File: src/rtl/apb4_crc_master.sv
// APB4 initiator for a CRC peripheral: programs CTRL/INIT/XORV on a config request,
// then runs one write-DATA / poll-STAT / read-DATA job per streamed data word.
module apb4_crc_master #(
   parameter logic [31:0] BASE_ADDR = 32'h0000_0000,
   parameter int unsigned POLL_MAX  = 16
) (
   input  logic        apb4_pclk,
   input  logic        apb4_presetn,
   output logic [31:0] apb4_paddr,
   output logic [2:0]  apb4_pprot,
   output logic        apb4_psel,
   output logic        apb4_penable,
   output logic        apb4_pwrite,
   output logic [31:0] apb4_pwdata,
   output logic [3:0]  apb4_pstrb,
   input  logic        apb4_pready,
   input  logic [31:0] apb4_prdata,
   input  logic        apb4_pslverr,
   input  logic        cfg_valid_i,
   output logic        cfg_ready_o,
   input  logic [6:0]  cfg_ctrl_i,
   input  logic [31:0] cfg_init_i,
   input  logic [31:0] cfg_xorv_i,
   input  logic        data_valid_i,
   output logic        data_ready_o,
   input  logic [31:0] data_i,
   output logic        res_valid_o,
   input  logic        res_ready_i,
   output logic [31:0] res_data_o,
   output logic        res_err_o
);
   // state     | meaning
   // S_IDLE    | waiting for a config or data handshake
   // S_WR_CTRL | APB write of CTRL
   // S_WR_INIT | APB write of INIT
   // S_WR_XORV | APB write of XORV, marks config loaded
   // S_WR_DATA | APB write of the data word (restarts the slave CRC)
   // S_RD_STAT | APB read of STAT, repeated until done or poll limit
   // S_RD_DATA | APB read of the CRC result
   // S_RESP    | result held on res_* until consumed
   typedef enum logic [2:0] {
      S_IDLE, S_WR_CTRL, S_WR_INIT, S_WR_XORV, S_WR_DATA, S_RD_STAT, S_RD_DATA, S_RESP
   } state_t;

   typedef struct packed {
      logic        psel;
      logic        penable;
      logic        pwrite;
      logic [31:0] paddr;
      logic [31:0] pwdata;
      logic [3:0]  pstrb;
      logic        idle;
      logic        cfg_loaded;
      logic        err_acc;
      logic        word_err;
      logic [6:0]  ctrl;
      logic [31:0] init;
      logic [31:0] xorv;
      logic [15:0] poll_cnt;
      logic        res_valid;
      logic [31:0] res_data;
      logic        res_err;
   } regs_t;

   localparam logic [15:0] POLL_LIM = 16'(POLL_MAX);

   state_t      state, state_n;
   regs_t       r, r_n;
   logic        start;
   logic [15:0] poll_inc;
   logic [31:0] res_mask;

   assign poll_inc = (r.poll_cnt == 16'hFFFF) ? r.poll_cnt : r.poll_cnt + 16'd1;

   always_comb begin
      res_mask = 32'hFFFF_FFFF;
      case (r.ctrl[4:3])
         2'd0:    res_mask = 32'h0000_00FF;
         2'd1:    res_mask = 32'h0000_FFFF;
         2'd2:    res_mask = 32'h0000_FFFF;
         default: res_mask = 32'hFFFF_FFFF;
      endcase
   end

   always_ff @(posedge apb4_pclk or negedge apb4_presetn) begin
      if (!apb4_presetn) begin
         state <= S_IDLE;
         r     <= '0;
      end else begin
         state <= state_n;
         r     <= r_n;
      end
   end

   always_comb begin
      state_n = state;
      r_n     = r;
      start   = 1'b0;
      case (state)
         S_IDLE: begin
            if (cfg_valid_i && cfg_ready_o) begin
               r_n.ctrl    = cfg_ctrl_i;
               r_n.init    = cfg_init_i;
               r_n.xorv    = cfg_xorv_i;
               r_n.err_acc = 1'b0;
               state_n     = S_WR_CTRL;
               start       = 1'b1;
            end else if (data_valid_i && data_ready_o) begin
               r_n.poll_cnt = '0;
               r_n.word_err = 1'b0;
               state_n      = S_WR_DATA;
               start        = 1'b1;
            end
         end
         S_RESP: begin
            if (res_ready_i) begin
               r_n.res_valid = 1'b0;
               r_n.word_err  = 1'b0;
               state_n       = S_IDLE;
            end
         end
         default: begin
            if (!r.penable) begin
               r_n.penable = 1'b1;
            end else if (apb4_pready) begin
               r_n.psel    = 1'b0;
               r_n.penable = 1'b0;
               case (state)
                  S_WR_CTRL: begin
                     r_n.err_acc = r.err_acc | apb4_pslverr;
                     state_n     = S_WR_INIT;
                     start       = 1'b1;
                  end
                  S_WR_INIT: begin
                     r_n.err_acc = r.err_acc | apb4_pslverr;
                     state_n     = S_WR_XORV;
                     start       = 1'b1;
                  end
                  S_WR_XORV: begin
                     r_n.err_acc    = r.err_acc | apb4_pslverr;
                     r_n.cfg_loaded = 1'b1;
                     state_n        = S_IDLE;
                  end
                  S_WR_DATA: begin
                     r_n.word_err = r.word_err | apb4_pslverr;
                     state_n      = S_RD_STAT;
                     start        = 1'b1;
                  end
                  S_RD_STAT: begin
                     r_n.word_err = r.word_err | apb4_pslverr;
                     if (apb4_prdata[0]) begin
                        state_n = S_RD_DATA;
                        start   = 1'b1;
                     end else begin
                        r_n.poll_cnt = poll_inc;
                        if (poll_inc >= POLL_LIM) begin
                           r_n.res_data  = '0;
                           r_n.res_err   = 1'b1;
                           r_n.res_valid = 1'b1;
                           state_n       = S_RESP;
                        end else begin
                           start = 1'b1;
                        end
                     end
                  end
                  S_RD_DATA: begin
                     r_n.res_data  = apb4_prdata & res_mask;
                     r_n.res_err   = r.err_acc | r.word_err | apb4_pslverr;
                     r_n.res_valid = 1'b1;
                     state_n       = S_RESP;
                  end
                  default: ;
               endcase
            end
         end
      endcase

      // A new transfer always begins with a SETUP cycle on the next clock.
      if (start) begin
         r_n.psel    = 1'b1;
         r_n.penable = 1'b0;
         r_n.pwrite  = 1'b1;
         r_n.pstrb   = 4'hF;
         case (state_n)
            S_WR_CTRL: begin
               r_n.paddr  = BASE_ADDR + 32'h00;
               r_n.pwdata = {25'd0, cfg_ctrl_i};
            end
            S_WR_INIT: begin
               r_n.paddr  = BASE_ADDR + 32'h04;
               r_n.pwdata = r.init;
            end
            S_WR_XORV: begin
               r_n.paddr  = BASE_ADDR + 32'h08;
               r_n.pwdata = r.xorv;
            end
            S_WR_DATA: begin
               r_n.paddr  = BASE_ADDR + 32'h0C;
               r_n.pwdata = data_i;
            end
            S_RD_STAT: begin
               r_n.paddr  = BASE_ADDR + 32'h10;
               r_n.pwrite = 1'b0;
               r_n.pstrb  = 4'h0;
            end
            S_RD_DATA: begin
               r_n.paddr  = BASE_ADDR + 32'h0C;
               r_n.pwrite = 1'b0;
               r_n.pstrb  = 4'h0;
            end
            default: ;
         endcase
      end

      // Registered idle flag keeps the ready outputs low while in reset.
      r_n.idle = (state_n == S_IDLE);
   end

   assign apb4_paddr   = r.paddr;
   assign apb4_pprot   = 3'b000;
   assign apb4_psel    = r.psel;
   assign apb4_penable = r.penable;
   assign apb4_pwrite  = r.pwrite;
   assign apb4_pwdata  = r.pwdata;
   assign apb4_pstrb   = r.pstrb;
   assign cfg_ready_o  = r.idle;
   assign data_ready_o = r.idle & r.cfg_loaded & ~cfg_valid_i;
   assign res_valid_o  = r.res_valid;
   assign res_data_o   = r.res_data;
   assign res_err_o    = r.res_err;

endmodule

File: config.mk
export PLATFORM = sky130hd
export DESIGN_NAME = apb4_crc_master
export DESIGN_NICKNAME = d
export VERILOG_FILES = /design/src/rtl/apb4_crc_master.sv
export SDC_FILE = /design/constraint.sdc
export NUM_CORES = 1
export LEC_CHECK = 0
export BUFFER_PORTS_ARGS = -buffer_cell sky130_fd_sc_hd__buf_2
export CAP_MARGIN = 5
export CORE_UTILIZATION = 40
export DETAILED_ROUTE_END_ITERATION = 8
export HOLD_SLACK_MARGIN = 0.08
export SETUP_SLACK_MARGIN = 0.05
export SLEW_MARGIN = 20
export SYNTH_ARGS = -nofsm -noshare
export SYNTH_HDL_FRONTEND = slang
export SYNTH_SLANG_ARGS = --single-unit
export TNS_END_PERCENT = 30
File: constraint.sdc
create_clock -name apb4_pclk -period 8.05 [get_ports apb4_pclk]
set_input_delay 0.805 -clock apb4_pclk [delete_from_list [all_inputs] [get_ports apb4_pclk]]
set_output_delay 0.805 -clock apb4_pclk [all_outputs]
set_load 0.01 [all_outputs]
# ---- After elaboration in Yosys (flattened, before gate mapping)
# Cells that the tools add are included.
dict set report word_totals {
  ff_bits 197
  latch_bits 0
  ramBits 0
  romBits 0
  in_bits 142
  output_inout_bits 110
  word_cells 142
  mem_count 0
}
dict set report classes {
  addsub 1
  multipliers 0
  n_div 0
  order_cmp 1
  eq_ne 26
  shifts 0
  muxes 48
  bitwise 11
  n_reduce_logical 37
}
# cell n
set op_table {}
lappend op_table {{32-bit one-hot mux with 5 select lines} 1}
lappend op_table {{50-bit 2-to-1 mux} 3}
lappend op_table {{32-bit one-hot mux with 4 select lines} 1}
lappend op_table {{71-bit 2-to-1 mux} 1}
lappend op_table {{34-bit one-hot mux with 2 select lines} 1}
lappend op_table {{16-bit 2-to-1 mux} 4}
lappend op_table {{32-bit one-hot mux with 2 select lines} 1}
lappend op_table {{34-bit 2-to-1 mux} 1}
lappend op_table {{32-bit AND} 1}
lappend op_table {{16-bit one-hot mux with 2 select lines} 1}
lappend op_table {{3-bit equality test (second input constant)} 7}
lappend op_table {{3-bit 2-to-1 mux} 7}
lappend op_table {{3-bit one-hot mux with 6 select lines} 1}
lappend op_table {{2-bit nonzero test} 9}
lappend op_table {{16-bit by 1-bit adder with 16-bit output (second input constant)} 1}
lappend op_table {{16-bit equality test (second input constant)} 1}
lappend op_table {{16-bit by 5-bit >= comparator with 1-bit output (second input constant)} 1}
lappend op_table {{1-bit 2-to-1 mux} 15}
lappend op_table {{7-bit AND reduction} 2}
lappend op_table {{3-bit by 2-bit equality test with 1-bit output (second input constant)} 4}
lappend op_table {{2-bit != test (second input constant)} 6}
lappend op_table {{6-bit AND reduction} 2}
lappend op_table {{3-bit nonzero test} 4}
lappend op_table {{1-bit one-hot mux with 2 select lines} 5}
lappend op_table {{other kinds (22)} 44}

# ---- Longest topological paths before layout
dict set report logic_depth {
  word_depth 13
  mapped_depth 10
  ltp_nobuf 9
}

# ---- Least setup slack after synthesis
# OpenSTA, ideal clock, no wires.
dict set report synth_path {
  path_kind {input to register}
  start {in apb4_pready}
  end {reg r, in the netlist apb4_pwdata[2]}
  t_arrival_ns 2.635
  required_ns 7.986
  path_slack_ns 5.351
  stages 10
  n_path_buf 2
  path_cell_list {and2_1 > clkbuf_1 > nor3_1 > a31oi_1 > nand2_1 > nor3_1 > clkbuf_1 > a222oi_1 > o21ai_0 > mux2_4}
}
dict set report synth_between {
  elab_chain_len 6
  elab_cells_between_ends 13
  classes_between {eq/ne: 4; mux: 7; reduce/logical: 2}
}
# element line
set synth_rtl {}
lappend synth_rtl {{start, declared} 16} ;# input logic apb4_pready,
lappend synth_rtl {{3-bit 2-to-1 mux} 125} ;# end else if (apb4_pready) begin
lappend synth_rtl {{3-bit 2-to-1 mux} 123} ;# if (!r.penable) begin
lappend synth_rtl {{3-bit one-hot mux with 2 select lines} 99} ;# case (state)
lappend synth_rtl {{3-bit equality test (tied with other cells)} 184} ;# case (state_n)
lappend synth_rtl {{4-bit nonzero test (no source line)} n/a}
lappend synth_rtl {{2-bit AND reduction (no source line)} n/a}
lappend synth_rtl {{end signal, assigned} 91} ;# r <= r_n;
lappend synth_rtl {{end, declared} 68} ;# regs_t r, r_n;
# Several ways; a longest one is shown, not always the timed one.
# A chain may end at the register's enable or synchronous reset.

# ---- Worst setup path in the final report
dict set report layout_path {
  start {reg r[34] in the netlist's numbering}
  end {reg r, in the netlist apb4_pwdata[13]}
}
dict set report layout_between {
  elab_chain_len 12
  elab_cells_between_ends 23
  classes_between {add/sub: 1; order compare: 1; eq/ne: 5; mux: 14; reduce/logical: 2}
}
# element line
set layout_rtl {}
lappend layout_rtl {{16-bit by 1-bit adder with 16-bit output or 16-bit equality test (tied branches)} 73} ;# assign poll_inc = (r.poll_cnt == 16'hFFFF) ? r.poll_cnt : r.poll_cnt + 16'd1;
lappend layout_rtl {{16-bit 2-to-1 mux *} 73}
lappend layout_rtl {{16-bit by 5-bit >= comparator with 1-bit output *} 156} ;# if (poll_inc >= POLL_LIM) begin
lappend layout_rtl {{3-bit 2-to-1 mux} 156}
lappend layout_rtl {{3-bit 2-to-1 mux} 151} ;# if (apb4_prdata[0]) begin
lappend layout_rtl {{3-bit one-hot mux with 6 select lines} 128} ;# case (state)
lappend layout_rtl {{3-bit 2-to-1 mux} 125}
lappend layout_rtl {{3-bit 2-to-1 mux} 123}
lappend layout_rtl {{3-bit one-hot mux with 2 select lines} 99}
lappend layout_rtl {{3-bit equality test (tied with other cells)} 184}
lappend layout_rtl {{4-bit nonzero test (no source line)} n/a}
lappend layout_rtl {{2-bit AND reduction (no source line)} n/a}
# Mark *: on every way between the ends. The rest lies on a longest branch, timed or not.

==> results by group <==
Run status
  • Outcome: completed

STA
  • RSZ-0062 raised after global routing: false
  • Pins over their slew limit: 0
  • Final count of hold timing violations: 0
  • Final setup vio count: 0
  • Worst Hold Slack: 0.429 ns
  • Slew headroom: 34.6%
  • Max Clock Freq: 0.286 GHz
  • Portion of the clock cycle consumed by the worst path in the final layout: 43.4%
  • Final Skew: 0.0118 ns
  • Shortest clock period the worst path allows after layout: 3.49 ns
  • Setup TNS: 0 ns
  • Tightest Pin Transition: 0.980 ns

Synth
  • Synthesized instance count: 733
  • Dominant combinational cell family by area after synthesis: multiplexers
  • Number of synthesized flops with an enable pin: 0
  • Post-synth cell types: 57
  • Cell Area, Synth: 8250 um^2
  • Flip-flop and latch count after synthesis: 161
  • Top cell type by total area after synthesis: dfrtp_1
  • Predominant post-synthesis flop cell: dfrtp_1
  • Register area share after synthesis: 48.8%
  • Share of synthesized area spent on multiplexers: 15.5%
  • Count of warnings emitted by yosys: 0
  • Area share of the largest cell type after synthesis: 48.8%
  • Adder-Cell Fraction of Synth Area: 0.152%
  • Area share of xor/xnor cells in the synthesized design: 0.849%
  • Avg Inst Size Synth: 11.3 um^2
  • Area share of and/or/nand/nor cells after synthesis: 8.93%
  • Cells taking the most area after synthesis: dfrtp_1 49%, buf_4 9.5%, mux2_2 9.3%
  • Most frequently used cell type in the post-synthesis netlist: dfrtp_1
  • Top post-synthesis cells by count: 161 x dfrtp_1, 104 x buf_4, 68 x mux2_2
  • Share of the synthesized area in compound gates (AO/OA/AOI/OAI): 13.8%
  • Async S/R FF share, synth: 100%

Worst setup path
  • Startpoint kind of the worst setup timing path: flop
  • Highest net fanout along the worst path: 32
  • Data arrival, critical path: 3.79 ns
  • WP data required: 8.35 ns
  • Kind of capture point of the worst setup path: flop
  • Category of the most critical setup path: reg -> reg

Place
  • GP Congestion: 0.776
  • Placed cell areas: 8920 um^2
  • DPL Wire Length: 13100 um
  • Inst Count DP: 1117
  • Input/output buffers: 219

Global route
  • Global-route total usage across every layer: 19.1%
  • Number of global-route vias before repair: 5970
  • Met3 global-route usage: 3.61%
  • Fraction of met2 tracks used by global routing: 31.1%
  • Pin count of the biggest net entering global routing: 100
  • Busiest grt layer: met2
  • Met1 demand-to-capacity share in global routing: 25.9%
  • Aggregate global routing overflow: 0
  • Wire length of the first global-routing pass: 32000 um
  • Antenna violations before repair: 0

Clocking
  • Number of buffers added to fix hold violations after cts: 0
  • # Post-CTS Setup Buffers: 0
  • Root Buffer: clkbuf_16
  • H-tree levels: 4
  • Clock tree from TritonCTS: built
  • Clock Latency Late Sink: 0.41 ns
  • CTS clk-pin slew, worst paths: 0.07 ns
  • Number of sinks driven by the clock tree: 161
  • Number of gates resized after cts: 0
  • Largest buffer count on any clock path: 2
  • Number of buffers created by CTS: 17

Power
  • Overall power of the completed layout: 3.31 mW
  • Static leakage power: 4.59 nW
  • Worst IR Drop VDD: 0.183 mV
  • Cell area power density: 346 nW/um^2

Floorplanning
  • Horizontal die dimension: 146 um
  • Initial Utilization: 40.8%
  • Number of core rows: 52
  • Core Area: 20200 um^2
  • Ports: 252
  • Die area: 21200 um^2
  • Floorplan die height: 146 um

Flow run
  • Max_cap viols: 0

Drt
  • Count of nets left with antenna violations after detail routing: 0
  • Post-detailed-route via-to-cell ratio: 5.09
  • DRC violation count after routing: 0
  • Number of violations reported at the end of detailed-routing iteration 0: 304
  • Routed length per placed instance: 16.9 um
  • Total wire length after detailed routing: 19500 um
  • Routed vias: 5859
  • Number of search-and-repair iterations in the first detailed-routing pass: 4

Cells and area
  • NumNets Final: 1011
  • Share of final-layout standard cells stronger than drive strength 1: 42.0%
  • Filler instances: 1920
  • Syn-to-layout area delta: 15.9%
  • Number of cells in the finished layout apart from fillers: 1150
  • Layout Cell Area excl Fill: 9570 um^2
  • Antenna diodes: 0

Min path
  • Worst min-delay path class: in -> async
metal layers:
layer,up-vias,wire length (um)
met4,0,304
met3,18,948
li1,2771,-
met2,186,9300
met1,2884,8910
met5,-,0
worst max-delay path, stage by stage, from the launching register on:
cell,delay [ns]
dfrtp_1,0.45
ha_1,0.27
nand3_1,0.29
nor4_1,0.46
mux2i_1,0.25
and3_1,0.17
and3_4,0.24
a31oi_4,0.16
nor2_4,0.13
buf_4,0.55
mux2_2,0.40
flip-flops by register name (all words and copies together) (netlist names):
register	count
res_err_o	1
state	3
res_data_o	32
apb4_pstrb	1
apb4_paddr	3
res_valid_o	1
apb4_psel	1
apb4_penable	1
r	85
cfg_ready_o	1
apb4_pwdata	32
cells in the final DEF (no fill, tap or decap), drive strengths merged, types with 3 or more instances in the layout:
cell      instances
a21oi            15
a222oi            7
a22o             33
a22oi            26
a31oi             9
and3              6
buf             227
clkbuf           19
clkinvlp          3
conb             32
dfrtp           161
inv              13
mux2             98
mux2i             6
nand2            58
nand3            15
nand4             7
nor2             26
nor3             17
nor4              3
o21ai            54
o21bai            3
or3               3
xnor2             3
xor2              5
area by class of cell:
type                    instances  area [um^2]  area share [%]
multi-input cells             453         3380            35.3
clock inverters                12          146            1.53
inverters                       8         30.0           0.314
clock buffers                  19          443            4.63
repair buffers                227         1200            12.6
well taps                     270          338            3.53
flip-flops and latches        161         4030            42.1
stage by stage:
stage,setup slack (ns),util [%]
2_1_floorplan,5.35,-
3_3_place_gp,4.14,44.1
3_5_place_dp,4.09,44.1
4_1_cts,4.27,47.0
5_1_grt,4.33,47.3
6_report,4.56,47.3
kinds of logic (layout without fill, tap and decap cells):
logic type | count (synthesis) | in the layout
flip-flops | 161 | 161
buffers and inverters | 150 | 266
XOR/XNOR | 8 | 8
multiplexers | 104 | 104
adder cells (fa/ha/maj) | 1 | 1
other | 1 | 32
AND/OR/NAND/NOR | 146 | 146
AO/OA/AOI/OAI | 162 | 162
where the power goes:
part / internal, mW / leakage (nW) / switching [mW]
registers: 1.08 / 2.06 / 0.193
clock network: 0.471 / 0.279 / 0.341
logic: 0.605 / 2.25 / 0.618
worst paths after layout:
path                               from              end  slack, ns  cells after the start
setup / recovery                  r[34]  apb4_pwdata[13]       4.56                     10
hold / removal             apb4_presetn            r[80]       0.43                      1
setup reg to reg                  r[34]  apb4_pwdata[13]       4.56                     10
hold reg to reg             res_valid_o      res_valid_o       0.49                      2
max in group asynchronous  apb4_presetn           r[121]       6.30                      2
min in group apb4_pclk      res_valid_o      res_valid_o       0.49                      2
Note: power is estimated with default switching activity, not from simulation.
